<file path="src/rtl/iob_fifo_stream_ctrl.sv">
// Stream FIFO controller for an external 1R1W RAM with a 2-entry prefetch buffer (FWFT output).
// Push-to-m_valid latency 3 cycles; s_ready_o drops only when the RAM is full, reads stall when the buffer is committed.
module iob_fifo_stream_ctrl #(
  parameter int DATA_W = 32,
  parameter int ADDR_W = 4
) (
  input  logic              clk_i,
  input  logic              arst_n_i,
  input  logic              clear_i,
  input  logic              s_valid_i,
  output logic              s_ready_o,
  input  logic [DATA_W-1:0] s_data_i,
  output logic              m_valid_o,
  input  logic              m_ready_i,
  output logic [DATA_W-1:0] m_data_o,
  output logic [ADDR_W:0]   level_o,
  output logic              ext_mem_w_en_o,
  output logic [ADDR_W-1:0] ext_mem_w_addr_o,
  output logic [DATA_W-1:0] ext_mem_w_data_o,
  output logic              ext_mem_r_en_o,
  output logic [ADDR_W-1:0] ext_mem_r_addr_o,
  input  logic [DATA_W-1:0] ext_mem_r_data_i
);

  localparam logic [ADDR_W:0] DEPTH = (ADDR_W+1)'(2**ADDR_W);

  logic [ADDR_W-1:0] wr_ptr_q, wr_ptr_d, rd_ptr_q, rd_ptr_d;
  logic [ADDR_W:0]   ram_level_q, ram_level_d;
  logic              rd_pending_q, rd_pending_d;
  logic [1:0]        obuf_count_q, obuf_count_d;
  logic [DATA_W-1:0] obuf0_q, obuf0_d, obuf1_q, obuf1_d;

  logic       push, pop, rd_issue;
  logic [1:0] obuf_after_pop;
  logic [2:0] occ_next;

  // Gating with the reset keeps the RAM write port quiet while reset is held.
  assign s_ready_o = arst_n_i & (ram_level_q != DEPTH) & ~clear_i;
  assign push      = s_valid_i & s_ready_o;
  assign m_valid_o = (obuf_count_q != 2'd0);
  assign pop       = m_valid_o & m_ready_i;
  assign m_data_o  = obuf0_q;

  assign obuf_after_pop = obuf_count_q - {1'b0, pop};
  assign occ_next       = {1'b0, obuf_after_pop} + {2'b00, rd_pending_q};
  assign rd_issue       = (ram_level_q != '0) & (occ_next <= 3'd1) & ~clear_i;

  assign ext_mem_w_en_o   = push;
  assign ext_mem_w_addr_o = wr_ptr_q;
  assign ext_mem_w_data_o = s_data_i;
  assign ext_mem_r_en_o   = rd_issue;
  assign ext_mem_r_addr_o = rd_ptr_q;

  assign level_o = ram_level_q + {{ADDR_W{1'b0}}, rd_pending_q}
                 + {{(ADDR_W-1){1'b0}}, obuf_count_q};

  always_comb begin
    wr_ptr_d     = wr_ptr_q + ADDR_W'(push);
    rd_ptr_d     = rd_ptr_q + ADDR_W'(rd_issue);
    ram_level_d  = ram_level_q + (ADDR_W+1)'(push) - (ADDR_W+1)'(rd_issue);
    rd_pending_d = rd_issue;
    obuf_count_d = occ_next[1:0];
    obuf0_d      = pop ? obuf1_q : obuf0_q;
    obuf1_d      = obuf1_q;
    // Returning RAM word lands in the first slot left free after this cycle's pop.
    if (rd_pending_q) begin
      if (obuf_after_pop == 2'd0) obuf0_d = ext_mem_r_data_i;
      else                        obuf1_d = ext_mem_r_data_i;
    end
    if (clear_i) begin
      wr_ptr_d     = '0;
      rd_ptr_d     = '0;
      ram_level_d  = '0;
      rd_pending_d = 1'b0;
      obuf_count_d = 2'd0;
    end
  end

  always_ff @(posedge clk_i or negedge arst_n_i) begin
    if (!arst_n_i) begin
      wr_ptr_q     <= '0;
      rd_ptr_q     <= '0;
      ram_level_q  <= '0;
      rd_pending_q <= 1'b0;
      obuf_count_q <= 2'd0;
      obuf0_q      <= '0;
      obuf1_q      <= '0;
    end else begin
      wr_ptr_q     <= wr_ptr_d;
      rd_ptr_q     <= rd_ptr_d;
      ram_level_q  <= ram_level_d;
      rd_pending_q <= rd_pending_d;
      obuf_count_q <= obuf_count_d;
      obuf0_q      <= obuf0_d;
      obuf1_q      <= obuf1_d;
    end
  end

endmodule

</file>
<file path="config.mk">
export PLATFORM = sky130hd
export DESIGN_NAME = iob_fifo_stream_ctrl
export DESIGN_NICKNAME = d
export VERILOG_FILES = /design/src/rtl/iob_fifo_stream_ctrl.sv
export SDC_FILE = /design/constraint.sdc
export NUM_CORES = 1
export LEC_CHECK = 0
export ABC_AREA = 1
export BUFFER_PORTS_ARGS = -buffer_cell sky130_fd_sc_hd__buf_2
export CORE_MARGIN = 2
export CORE_UTILIZATION = 46
export DETAILED_ROUTE_END_ITERATION = 16
export PLACE_DENSITY = 0.77
export SYNTH_ARGS = -nofsm -noshare
export SYNTH_HDL_FRONTEND = slang
export SYNTH_SLANG_ARGS = --single-unit
</file>
<file path="constraint.sdc">
create_clock -name clk_i -period 2.6 [get_ports clk_i]
set_input_delay 0.39 -clock clk_i [delete_from_list [all_inputs] [get_ports clk_i]]
set_output_delay 0.39 -clock clk_i [all_outputs]
set_load 0.02 [all_outputs]
</file>
==> flow_summary.ini <==
[status]
result_of_the_run = finished, final reports clean

[worst_hold_path]
min-delay-path-class = input pin to register
launch_point_of_the_worst_hold_path = ext_mem_r_data_i[10]
hold-path-cell-count = 3
worstHoldEndpoint = m_data_o[10]$_DFF_PN0_

[synth]
synth_area_leader_cell = sky130_fd_sc_hd__dfrtp_1
synth.yosys.seq_area_share_pct = 45.7
syn_area_per_cell_sq_um = 8.12
yosysWarningCount = 0
syn_nets = 625
syn-instance-count = 539
synth_area_sq_um = 4380
post_synth_main_area_contributors = sky130_fd_sc_hd__dfrtp_1 (46%), sky130_fd_sc_hd__nand2_1 (15%), sky130_fd_sc_hd__nand3_1 (8.6%)
post-synth-top-area-fraction_pct = 45.7
post_synth_num_cell_types = 22
postSynthRegisterBits = 80

[place]
gp_congestion = 0.800
dp_slack_ps = -140
io_buffers = 85
dp.final_hpwl_mm = 6.26
place_inst = 703

[floorplan]
i_o_pin_cnt = 150
dieWidth_um = 102
core_sq_um = 9240
floorplan.rows = 35
start_util_pct = 47.4
chipHeight_um = 102
die_area_sq_um = 10300

[timing]
final_hold_viol_count = 0
tightestPinTransition_ps = 990
maximum_frequency_from_static_timing_analysis_ghz = 0.398
setup_slack_ps = 85.6
timing_max_transition_violations_final = 0
max_slew_margin_pct = 34.0
setup-tns-final_ps = 0
fin_crit_ps = 2510
setup_viol_count_final = 0
worst_hold_slack_ps = 242
worst_clock_skew_ps = 11.9
fin_crit_sh_pct = 96.7
grt_setup_unrepaired = yes

[route]
route.final.wire_length_mm = 10.0
via_per_inst = 4.90
detail_route.iter0.violations = 207
routed_wl_per_cell_um = 13.8
detail_route.first_pass.iterations = 5
vias = 3569
final_antenna_net_count = 0
final_routed_drc_violation_total = 0

[finish]
multi_input_area_sq_um = 1820
area_growth_syn_to_layout_pct = 15.2
seqCellArea_sq_um = 2000
post_route_cells_drive_above_1_share_pct = 24.3
post-route-util_pct = 54.6
insertedDiodeCount = 0
nFillCells = 852
finish.cell_count_without_fillers = 729
final_net_count = 681

[clocking]
number_of_clock_sinks_seen_by_cts = 80
cts_buffer_depth = 2
cts_root_buffer = sky130_fd_sc_hd__clkbuf_8
clock_insertion_delay_worst_skew_ps = 360
cts-buffers-inserted = 9
htree_levels = 3
clock_input_transition_at_the_sequential_cells_of_the_worst_setup_and_hold_paths_ps = 80
cts_tree = built

[critical_path]
cp_data_arrival_time_ps = 2780
worst_ep_required_time_ps = 2860
worst_r2r_startpoint = obuf_count_q[0]$_DFF_PN0_
regToRegSetupSlack_ps = 90
path_common_cell = sky130_fd_sc_hd__inv_2
timing_worst_setup_path_type = register to register
r2r-end = ram_level_q[4]$_DFF_PN0_
cp-start-kind = register
cp_slowest_cell = sky130_fd_sc_hd__dfrtp_1
critical_path_peak_fanout = 3
end_kind = register
worstPathCellList = buf_6 -> nand2_4 -> nand2_4 -> ha_4 -> inv_2 -> ha_4 -> nor2_2 -> nand2_1 -> nand2_2 -> nand4_1 -> nand2_1 -> ha_2 -> inv_2 -> fa_2 -> inv_2 -> nand3_2 -> a21oi_2 -> nor2_2
r2r_cells = 18
crit_path_max_cell_delay_ps = 410

[global_routing]
largest_net_degree_at_the_start_of_global_routing = 80
antenna_found_initial = 2
global_route.overflow_total = 0
wire_length_of_the_first_global_routing_pass_mm = 16.1
grt_use_total_pct = 19.9
first_global_vias = 3571

[power]
max-vdd-ir-drop_uv = 590
seq_power_share_pct = 34.3
p_int_w = 0.00340
p_leak_nw = 2.86
switching_component_of_the_power_w = 0.00258
power_switching_share_pct = 43.1
combPwrFrac_pct = 48.8
clockPowerShare_pct = 16.9
powerDensity_nw_per_um2 = 1190

[job]
max_cap_viol_count = 0
-- cells in the final DEF, fill, tap and decap left out, drive strengths merged --
| master | synthesis | final |
|---|---|---|
| dfrtp | 80 | 80 |
| fa | 3 | 3 |
| o21ai | 1 | 1 |
| nand4 | 1 | 1 |
| xnor2 | 2 | 2 |
| dlygate4sd3 | 0 | 1 |
| nand3b | 32 | 32 |
| nand3 | 76 | 76 |
| xor2 | 5 | 5 |
| inv | 60 | 61 |
| clkbuf | 7 | 11 |
| a21oi | 5 | 5 |
| bufinv | 0 | 2 |
| nand2 | 182 | 182 |
| buf | 52 | 102 |
| nor2 | 19 | 19 |
| clkinv | 0 | 3 |
| ha | 14 | 14 |
-- power by group through the flow --
stage	sequential, W	combinational (W)	clock (W)
floorplan	0.00235	0.00173	0
global placement	0.00204	0.00261	0
detailed placement	0.00207	0.00270	0
CTS	0.00205	0.00277	0.00104
global route	0.00211	0.00328	0.00108
finish	0.00205	0.00292	0.00101
-- state kept, by name, summed over array words and instances (netlist names) --
| register | cells |
|---|---|
| obuf_count_q | 2 |
| m_data_o | 32 |
| ram_level_q | 5 |
| rd_pending_q | 1 |
| obuf1_q | 32 |
| ext_mem_w_addr_o | 4 |
| ext_mem_r_addr_o | 4 |
-- critical path, delay by kind of cell, from the launching register on --
| family | cells | cell delay, ps |
|---|---|---|
| simple gates | 9 | 650 |
| fa+ha+maj | 4 | 890 |
| compound gates | 1 | 160 |
| flops | 1 | 410 |
| buf+inv | 4 | 310 |
-- cells in the mapped netlist --
cell                       instances
sky130_fd_sc_hd__nand2_1         177
sky130_fd_sc_hd__dfrtp_1          80
sky130_fd_sc_hd__nand3_1          75
sky130_fd_sc_hd__inv_1            56
sky130_fd_sc_hd__buf_4            35
sky130_fd_sc_hd__nand3b_1         32
sky130_fd_sc_hd__nor2_1           19
sky130_fd_sc_hd__ha_1             14
sky130_fd_sc_hd__buf_2            13
sky130_fd_sc_hd__clkbuf_1          7
sky130_fd_sc_hd__a21oi_1           5
sky130_fd_sc_hd__xor2_1            5
sky130_fd_sc_hd__buf_6             4
sky130_fd_sc_hd__fa_1              3
sky130_fd_sc_hd__inv_2             3
sky130_fd_sc_hd__nand2_4           3
sky130_fd_sc_hd__nand2_2           2
sky130_fd_sc_hd__xnor2_1           2
sky130_fd_sc_hd__inv_4             1
sky130_fd_sc_hd__nand3_4           1
sky130_fd_sc_hd__nand4_1           1
sky130_fd_sc_hd__o21ai_0           1
-- metal layers --
metal,track usage (%),wire length (um),vias up
li1,-,-,1750
met1,22.4,4050,1674
met2,35.8,5100,133
met3,7.04,814,10
met4,5.30,80,2
met5,0,7,-
-- layout make-up --
cell class	count	area share, %
clock buffers	10	2.53
clock inverters	6	1.81
inverters	60	4.52
multi-input cells	340	36.0
flip-flops and latches	80	39.7
well taps	129	3.20
repair buffers	104	12.2
-- per-stage QoR --
| stage | area (sq um) | power [W] |
|---|---|---|
| after detailed placement | 4630 | 0.00476 |
| after floorplan | 4380 | 0.00408 |
| after CTS | 4910 | 0.00586 |
| after global placement | 4630 | 0.00465 |
| final | 5040 | 0.00598 |
| after global routing | 5040 | 0.00648 |
-- how the worst max path moves through the flow --
stage                                          end  cells after the start                 startpoint  slack (ps)
after floorplan           ram_level_q[4]$_DFF_PN0_                     19                  m_ready_i          30
after global placement    ram_level_q[4]$_DFF_PN0_                     19                  m_ready_i           9
after detailed placement  ram_level_q[4]$_DFF_PN0_                     18                  m_ready_i        -140
after CTS                           ext_mem_r_en_o                     13  obuf_count_q[0]$_DFF_PN0_           6
after global routing      ram_level_q[4]$_DFF_PN0_                     18  obuf_count_q[0]$_DFF_PN0_         -50
final                     ram_level_q[4]$_DFF_PN0_                     18  obuf_count_q[0]$_DFF_PN0_          90
-- logic make-up after synthesis --
kind of cell,synth area share [%]
DFF,45.7
xor gates and xnor gates,1.40
and+or+nand+nor,32.5
AOI/OAI and AO/OA,0.686
buffers and inverters,14.3
adders and majority gates,5.37
-- timing repair --
action	4_1_cts	5_1_grt
cloned	0	1
resized for setup	9	17
hold endpoints to repair	1	0
pin swaps	3	9
endpoints found under the setup margin	6	9
setup buffers	3	5
hold buffers	1	0
No activity file was read; power rests on OpenSTA's default activity.
